<file path="config.mk">
export PLATFORM = sky130hd
export DESIGN_NAME = led_display_ram_arbiter
export DESIGN_NICKNAME = d
export VERILOG_FILES = /design/src/rtl/led_display_pkg.sv /design/src/rtl/led_display_ram_arbiter.sv
export SDC_FILE = /design/constraint.sdc
export NUM_CORES = 1
export LEC_CHECK = 0
export CAP_MARGIN = 20
export CORE_UTILIZATION = 32
export CTS_CLUSTER_DIAMETER = 150
export CTS_CLUSTER_SIZE = 28
export DETAILED_ROUTE_END_ITERATION = 12
export MAX_ROUTING_LAYER = met4
export PLACE_DENSITY = 0.88
export REMOVE_ABC_BUFFERS = 1
export SLEW_MARGIN = 5
export SYNTH_ARGS = -nofsm -noshare
export SYNTH_HDL_FRONTEND = slang
export SYNTH_SLANG_ARGS = --single-unit
</file>
<file path="constraint.sdc">
create_clock -name clk_in -period 1.8 [get_ports clk_in]
set_input_delay 0.36 -clock clk_in [delete_from_list [all_inputs] [get_ports clk_in]]
set_output_delay 0.36 -clock clk_in [all_outputs]
set_load 0.01 [all_outputs]
</file>
<file path="src/rtl/led_display_pkg.sv">
// led_display_pkg: shared panel defaults and swap FSM state type
package led_display_pkg;
    localparam int NUM_ROW_PIXELS_DEF = 32;
    localparam int NUM_COL_PIXELS_DEF = 64;
    localparam int PIXEL_BITS_DEF     = 24;
    typedef enum logic {SW_IDLE, SW_PENDING} swap_state_t;
endpackage

</file>
<file path="src/rtl/led_display_ram_arbiter.sv">
// led_display_ram_arbiter: reader-priority single-port RAM arbiter with double-buffered bank swap
module led_display_ram_arbiter
    import led_display_pkg::*;
#(
    parameter int NUM_ROW_PIXELS = NUM_ROW_PIXELS_DEF,
    parameter int NUM_COL_PIXELS = NUM_COL_PIXELS_DEF,
    parameter int PIXEL_BITS     = PIXEL_BITS_DEF,
    parameter int STARVE_LIMIT   = 8,
    localparam int ADDR_W   = $clog2(NUM_ROW_PIXELS * NUM_COL_PIXELS),
    localparam int STARVE_W = $clog2(STARVE_LIMIT + 1)
) (
    input  logic                  clk_in,
    input  logic                  n_reset_in,
    input  logic                  rd_valid_in,
    input  logic [ADDR_W-1:0]     rd_addr_in,
    input  logic                  rd_frame_end_in,
    output logic                  rd_ready_out,
    output logic [PIXEL_BITS-1:0] rd_data_out,
    output logic                  rd_data_valid_out,
    input  logic                  wr_valid_in,
    input  logic [ADDR_W-1:0]     wr_addr_in,
    input  logic [PIXEL_BITS-1:0] wr_data_in,
    output logic                  wr_ready_out,
    input  logic                  swap_req_in,
    output logic                  swap_done_out,
    output logic                  front_bank_out,
    output logic                  ram_en_out,
    output logic                  ram_we_out,
    output logic [ADDR_W:0]       ram_addr_out,
    output logic [PIXEL_BITS-1:0] ram_wdata_out,
    input  logic [PIXEL_BITS-1:0] ram_rdata_in
);
    swap_state_t state_q, state_d;
    logic front_bank_q, swap_done_q, toggle;
    logic [STARVE_W-1:0] starve_q, starve_d;
    logic rd_pipe_q, rd_data_valid_q;
    logic [PIXEL_BITS-1:0] rd_data_q;
    logic wr_grant, rd_grant, starved;

    // Grants are gated by reset so the RAM sees no command while held in reset
    assign starved  = starve_q == STARVE_W'(STARVE_LIMIT);
    assign wr_grant = n_reset_in && wr_valid_in && state_q == SW_IDLE && (!rd_valid_in || starved);
    assign rd_grant = n_reset_in && rd_valid_in && !wr_grant;

    assign rd_ready_out      = rd_grant;
    assign wr_ready_out      = wr_grant;
    assign ram_en_out        = rd_grant || wr_grant;
    assign ram_we_out        = wr_grant;
    assign ram_addr_out      = wr_grant ? {~front_bank_q, wr_addr_in} :
                               rd_grant ? {front_bank_q, rd_addr_in} : '0;
    assign ram_wdata_out     = wr_grant ? wr_data_in : '0;
    assign rd_data_out       = rd_data_q;
    assign rd_data_valid_out = rd_data_valid_q;
    assign swap_done_out     = swap_done_q;
    assign front_bank_out    = front_bank_q;

    assign starve_d = (!wr_valid_in || wr_grant) ? '0 :
                      (state_q == SW_IDLE && !starved) ? starve_q + 1'b1 : starve_q;

    always_comb begin
        state_d = state_q;
        toggle  = 1'b0;
        case (state_q)
            SW_IDLE: begin
                toggle  = swap_req_in && rd_frame_end_in;
                state_d = (swap_req_in && !rd_frame_end_in) ? SW_PENDING : SW_IDLE;
            end
            default: begin
                toggle  = rd_frame_end_in;
                state_d = rd_frame_end_in ? SW_IDLE : SW_PENDING;
            end
        endcase
    end

    // Read data carries no bank tag: the bank was fixed into the address at grant time
    always_ff @(posedge clk_in or negedge n_reset_in) begin
        if (!n_reset_in) begin
            state_q         <= SW_IDLE;
            front_bank_q    <= 1'b0;
            swap_done_q     <= 1'b0;
            starve_q        <= '0;
            rd_pipe_q       <= 1'b0;
            rd_data_valid_q <= 1'b0;
            rd_data_q       <= '0;
        end else begin
            state_q         <= state_d;
            front_bank_q    <= front_bank_q ^ toggle;
            swap_done_q     <= toggle;
            starve_q        <= starve_d;
            rd_pipe_q       <= rd_grant;
            rd_data_valid_q <= rd_pipe_q;
            if (rd_pipe_q) rd_data_q <= ram_rdata_in;
        end
    end
endmodule

</file>
# Yosys cells after proc, flatten, opt, wreduce, memory -nomap -nowiden

Index checks and enable logic that the tools add are counted.

Output and inout bits: 67
Flip-flop bits (word level): 33
Logic and storage cells: 38

Bitwise operators: 3
Add/sub/neg operators: 1
Equal/unequal tests: 1
Muxes and demuxes: 9
Reduce and logical (&&, ||, !) cells: 17

Operators with widths:

| cell                                        | count |
|---|---|
| 2-to-1 mux 12 bit                           | 2 |
| 2-to-1 mux 24 bit                           | 1 |
| logical AND 1 bit                           | 8 |
| 2-to-1 mux 4 bit                            | 2 |
| zero test 1 bit                             | 5 |
| adder 4 x 1 -> 4 bit, second input constant | 1 |
| == test 4 bit, second input constant        | 1 |
| 2-to-1 mux 1 bit                            | 4 |
| logical OR 1 bit                            | 3 |
| NOT 1 bit                                   | 2 |
| nonzero test 2 bit                          | 1 |
| XOR 1 bit                                   | 1 |

# Logic depth before layout (Yosys ltp)

Depth after elaboration: 7
Gate-level depth with buffers: 6

# Worst setup path after synthesis

OpenSTA, ideal clock, no wires.

Kind: register to output
Start point: reg starve_q[0]
End point: out ram_addr_out[10]
Arrival time: 1,344 ps
Slack: 96 ps
Data required time: 1,440 ps
Stages on the path, launching flop included: 7
Buffers on the path: 1
Path through: dfrtp_1 -> inv_1 -> ha_1 -> nand3b_4 -> o21ba_4 -> buf_6 -> a22o_1

Longest elaborated chain between the ends: 7

Ends and longest elaborated chain:

| what                   | RTL line                      | RTL |
|---|---|---|
| start, declared        | led_display_ram_arbiter.sv:35 | `logic [STARVE_W-1:0] starve_q, starve_d;` |
| start signal, assigned | led_display_ram_arbiter.sv:89 | `starve_q <= starve_d;` |
| == test 4 bit          | led_display_ram_arbiter.sv:41 | `assign starved = starve_q == STARVE_W'(STARVE_LIMIT);` |
| logical OR 1 bit       | led_display_ram_arbiter.sv:42 | `assign wr_grant = n_reset_in && wr_valid_in && state_q == SW_IDLE && (!rd_valid_in \|\| starved);` |
| logical AND 1 bit      | led_display_ram_arbiter.sv:42 |  |
| zero test 1 bit        | led_display_ram_arbiter.sv:43 | `assign rd_grant = n_reset_in && rd_valid_in && !wr_grant;` |
| logical AND 1 bit      | led_display_ram_arbiter.sv:43 |  |
| via rd_ready_out       | led_display_ram_arbiter.sv:17 | `output logic rd_ready_out,` |
| 2-to-1 mux 12 bit      | led_display_ram_arbiter.sv:50 | `rd_grant ? {front_bank_q, rd_addr_in} : '0;` |
| 2-to-1 mux 12 bit      | led_display_ram_arbiter.sv:49 | `assign ram_addr_out = wr_grant ? {~front_bank_q, wr_addr_in} :` |
| end, declared          | led_display_ram_arbiter.sv:29 | `output logic [ADDR_W:0] ram_addr_out,` |

The timed path passes the listed nets, and every way through them passes these cells.

# Worst setup path after layout

Start point: reg starve_q[1]
End point: out ram_wdata_out[6]

Longest elaborated chain between the ends: 4

Ends and longest elaborated chain:

| what              | RTL line                      | RTL |
|---|---|---|
| == test 4 bit     | led_display_ram_arbiter.sv:41 |  |
| logical OR 1 bit  | led_display_ram_arbiter.sv:42 |  |
| logical AND 1 bit | led_display_ram_arbiter.sv:42 |  |
| 2-to-1 mux 24 bit | led_display_ram_arbiter.sv:51 | `assign ram_wdata_out = wr_grant ? wr_data_in : '0;` |
| end, declared     | led_display_ram_arbiter.sv:30 | `output logic [PIXEL_BITS-1:0] ram_wdata_out,` |

Every way passes these cells.

==> impl_metrics.env <==
export IMPL_dieArea_um2=5500
export IMPL_fin_hold_ws_ps=64.4
export IMPL_numCtsBuffers=5
export IMPL_root_buffer="clkbuf_8"
export IMPL_crit_type="flip-flop to output pin"
export IMPL_outcome="finished, violations left"
export IMPL_critPathLaunchType="flip-flop"
export IMPL_avgViaCountPerCell=4.62
export IMPL_grt_pass1_vias=1754
export IMPL_clk_pin_slew_ps=70
export IMPL_synth_area_top_cells="dfrtp_1 (50%), mux2_2 (17%), and2_1 (9.0%), a22o_1 (5.8%), nand3b_4 (2.4%)"
export IMPL_arrival_ps=1730
export IMPL_syn_inst=132
export IMPL_nets=373
export IMPL_place_inst=347
export IMPL_avgRoutedWirePerCell_um=15.6
export IMPL_irDropWorstVdd_mv=0.420
export IMPL_overflow=0
export IMPL_ioPinCount=143
export IMPL_min_period_over_period=1.16
export IMPL_synth_top_area_frac=0.496
export IMPL_synth_ff_type="dfrtp_1"
export IMPL_stdcell_count=363
export IMPL_crit_required_ps=1440
export IMPL_ys_types=27
export IMPL_synth_edff_count=0
export IMPL_ant_nets=0
export IMPL_violations="setup timing"
export IMPL_dp_final_hpwl_mm=4.14
export IMPL_slew_headroom=0.758
export IMPL_grt_pass1_wl_mm=8.24
export IMPL_min_path_type="primary input to async pin"
export IMPL_die_w_um=74.1
export IMPL_skew_ps=8.54
export IMPL_grt_max_degree=31
export IMPL_drtIter0Drc=25
export IMPL_async_flop_share=1.00
export IMPL_power_mw=2.37
export IMPL_core_area_um2=4880
export IMPL_pre_cts_ws_ps=-625
export IMPL_worstSkewPairLatency_ps=280
export IMPL_rsz0062_at_grt="true"
export IMPL_finalSetupViolCount=39
export IMPL_grtUsageTotal=0.211
export IMPL_die_y_um=74.1
export IMPL_clockBufferDepth=2
export IMPL_drcViolationCount=0
export IMPL_synth_top_cell_by_area="dfrtp_1"
export IMPL_initial_utilization=0.341
export IMPL_place_congestion=0.832
export IMPL_finalCoreUtilization=0.691
export IMPL_rows=25
export IMPL_vias=1677
export IMPL_syn_area_per_cell_um2=12.6
export IMPL_worstPathMaxFanout=10
export IMPL_min_period_ps=2090
export IMPL_fin_ws_ps=-294
export IMPL_synth_seq_area_share=0.496
export IMPL_area_delta_synth_final_pct=102
export IMPL_cts_tree="done"
export IMPL_r2r_slack_ps=340
export IMPL_routed_wl_mm=5.66
export IMPL_setup_tns_ps=-10230
export IMPL_end_kind="output pin"
export IMPL_ys_ff_latch=33
export IMPL_antenna_found_initial=0
export IMPL_synth_cell_area_um2=1670
export IMPL_cellPowerDensity_nw_per_um2=704
export IMPL_clock_sinks=33
export IMPL_fmax_ghz=0.477
export IMPL_port_buffers=142
export IMPL_worst_slew_pin_slew_ps=363
export IMPL_yosysWarnings=0
export IMPL_final_cell_area_um2=3370
export IMPL_placed_cell_area_um2=3230
export IMPL_drt_pass1_iter_count=4
export IMPL_p_leak_nw=1.55
export IMPL_htreeDepth=2
export IMPL_drive_gt1_frac=0.368
export IMPL_antenna_cells=0
export IMPL_finalMaxSlewViolations=0
export IMPL_hold_violations=0
export IMPL_hold_buffers=0
export IMPL_max_cap_violations=0
## synth_stat cells, drive strengths merged (2+ instances only)
master	number
dfrtp	33
mux2	25
and2	24
a22o	11
buf	9
inv	4
a21oi	3
nand3b	3
ha	2
nand2	2
nor2	2
nor3	2
xor2	2
## routing by layer
layer  part of all wire  global-route usage  vias up
met2               0.54               0.373      100
met1               0.37               0.229      786
met5                  0                   -        -
met4              0.015              0.0769        0
met3              0.077              0.0515        6
li1                   -                   -      785
## state kept, by name, summed over array words and instances (netlist names)
| name | flops |
|---|---|
| starve_q | 4 |
| rd_data_out | 24 |
| swap_done_out | 1 |
| state_q | 1 |
| rd_data_valid_out | 1 |
| front_bank_out | 1 |
| rd_pipe_q | 1 |
## kinds of logic (layout without fill, tap and decap cells)
kind of cell	after synthesis	in the layout	synth area share
fa+ha+maj	2	2	0.0150
xor+xnor	2	2	0.0105
flops	33	33	0.496
simple gates	37	37	0.154
compound gates	19	19	0.101
mux	26	26	0.175
buf+inv	13	177	0.0481
## cell usage in the layout (no fill, tap or decap), drive strengths merged, types with 2 or more instances in the layout
master / n
mux2: 25
nor3: 2
xor2: 2
nand3b: 3
dfrtp: 33
a22o: 11
clkdlybuf4s50: 101
and2: 24
dlygate4sd2: 2
nor2: 2
ha: 2
clkbuf: 8
nand2: 2
inv: 4
a21oi: 3
buf: 61
## final cells by class
class / instances / area (um^2)
Inverter: 4 / 15.0
Clock inverter: 1 / 30.0
Sequential cell: 33 / 826
Timing Repair Buffer: 165 / 1540
Fill cell: 392 / 1510
Multi-Input combinational cell: 86 / 793
Clock buffer: 7 / 86.3
Tap cell: 67 / 83.8
## worst paths after layout
path                                 startpoint  cells after the start          endpoint
worst max-delay path                starve_q[1]                      8  ram_wdata_out[6]
worst min-delay path                 n_reset_in                      2       starve_q[0]
worst max register to register      starve_q[1]                      8       starve_q[2]
min in group clk_in             rd_data_out[10]                      1   rd_data_out[10]
worst min register to register  rd_data_out[10]                      1   rd_data_out[10]
max in group asynchronous            n_reset_in                      2   rd_data_out[23]
## power by group
group / switching, mW / leakage, nW / total (mW) / internal, mW
logic: 0.254 / 1.09 / 0.754 / 0.501
clock network: 0.263 / 0.0585 / 0.714 / 0.451
registers: 0.0586 / 0.399 / 0.903 / 0.845
## timing repair
item / 4_1_cts / 5_1_grt
cloned: 2 / 1
gates resized for setup: 166 / 14
pin swaps: 3 / 1
setup buffers: 4 / 1
endpoints found under the setup margin: 40 / 39
## worst max-delay path, cell delays in order, from the launching register on
cell	delay (ps)
dfrtp_1	400
inv_2	90
ha_4	150
nand3b_4	110
a21oi_4	160
buf_6	150
buf_12	120
and2_1	130
buf_2	140
No activity file was read; power rests on OpenSTA's default activity.
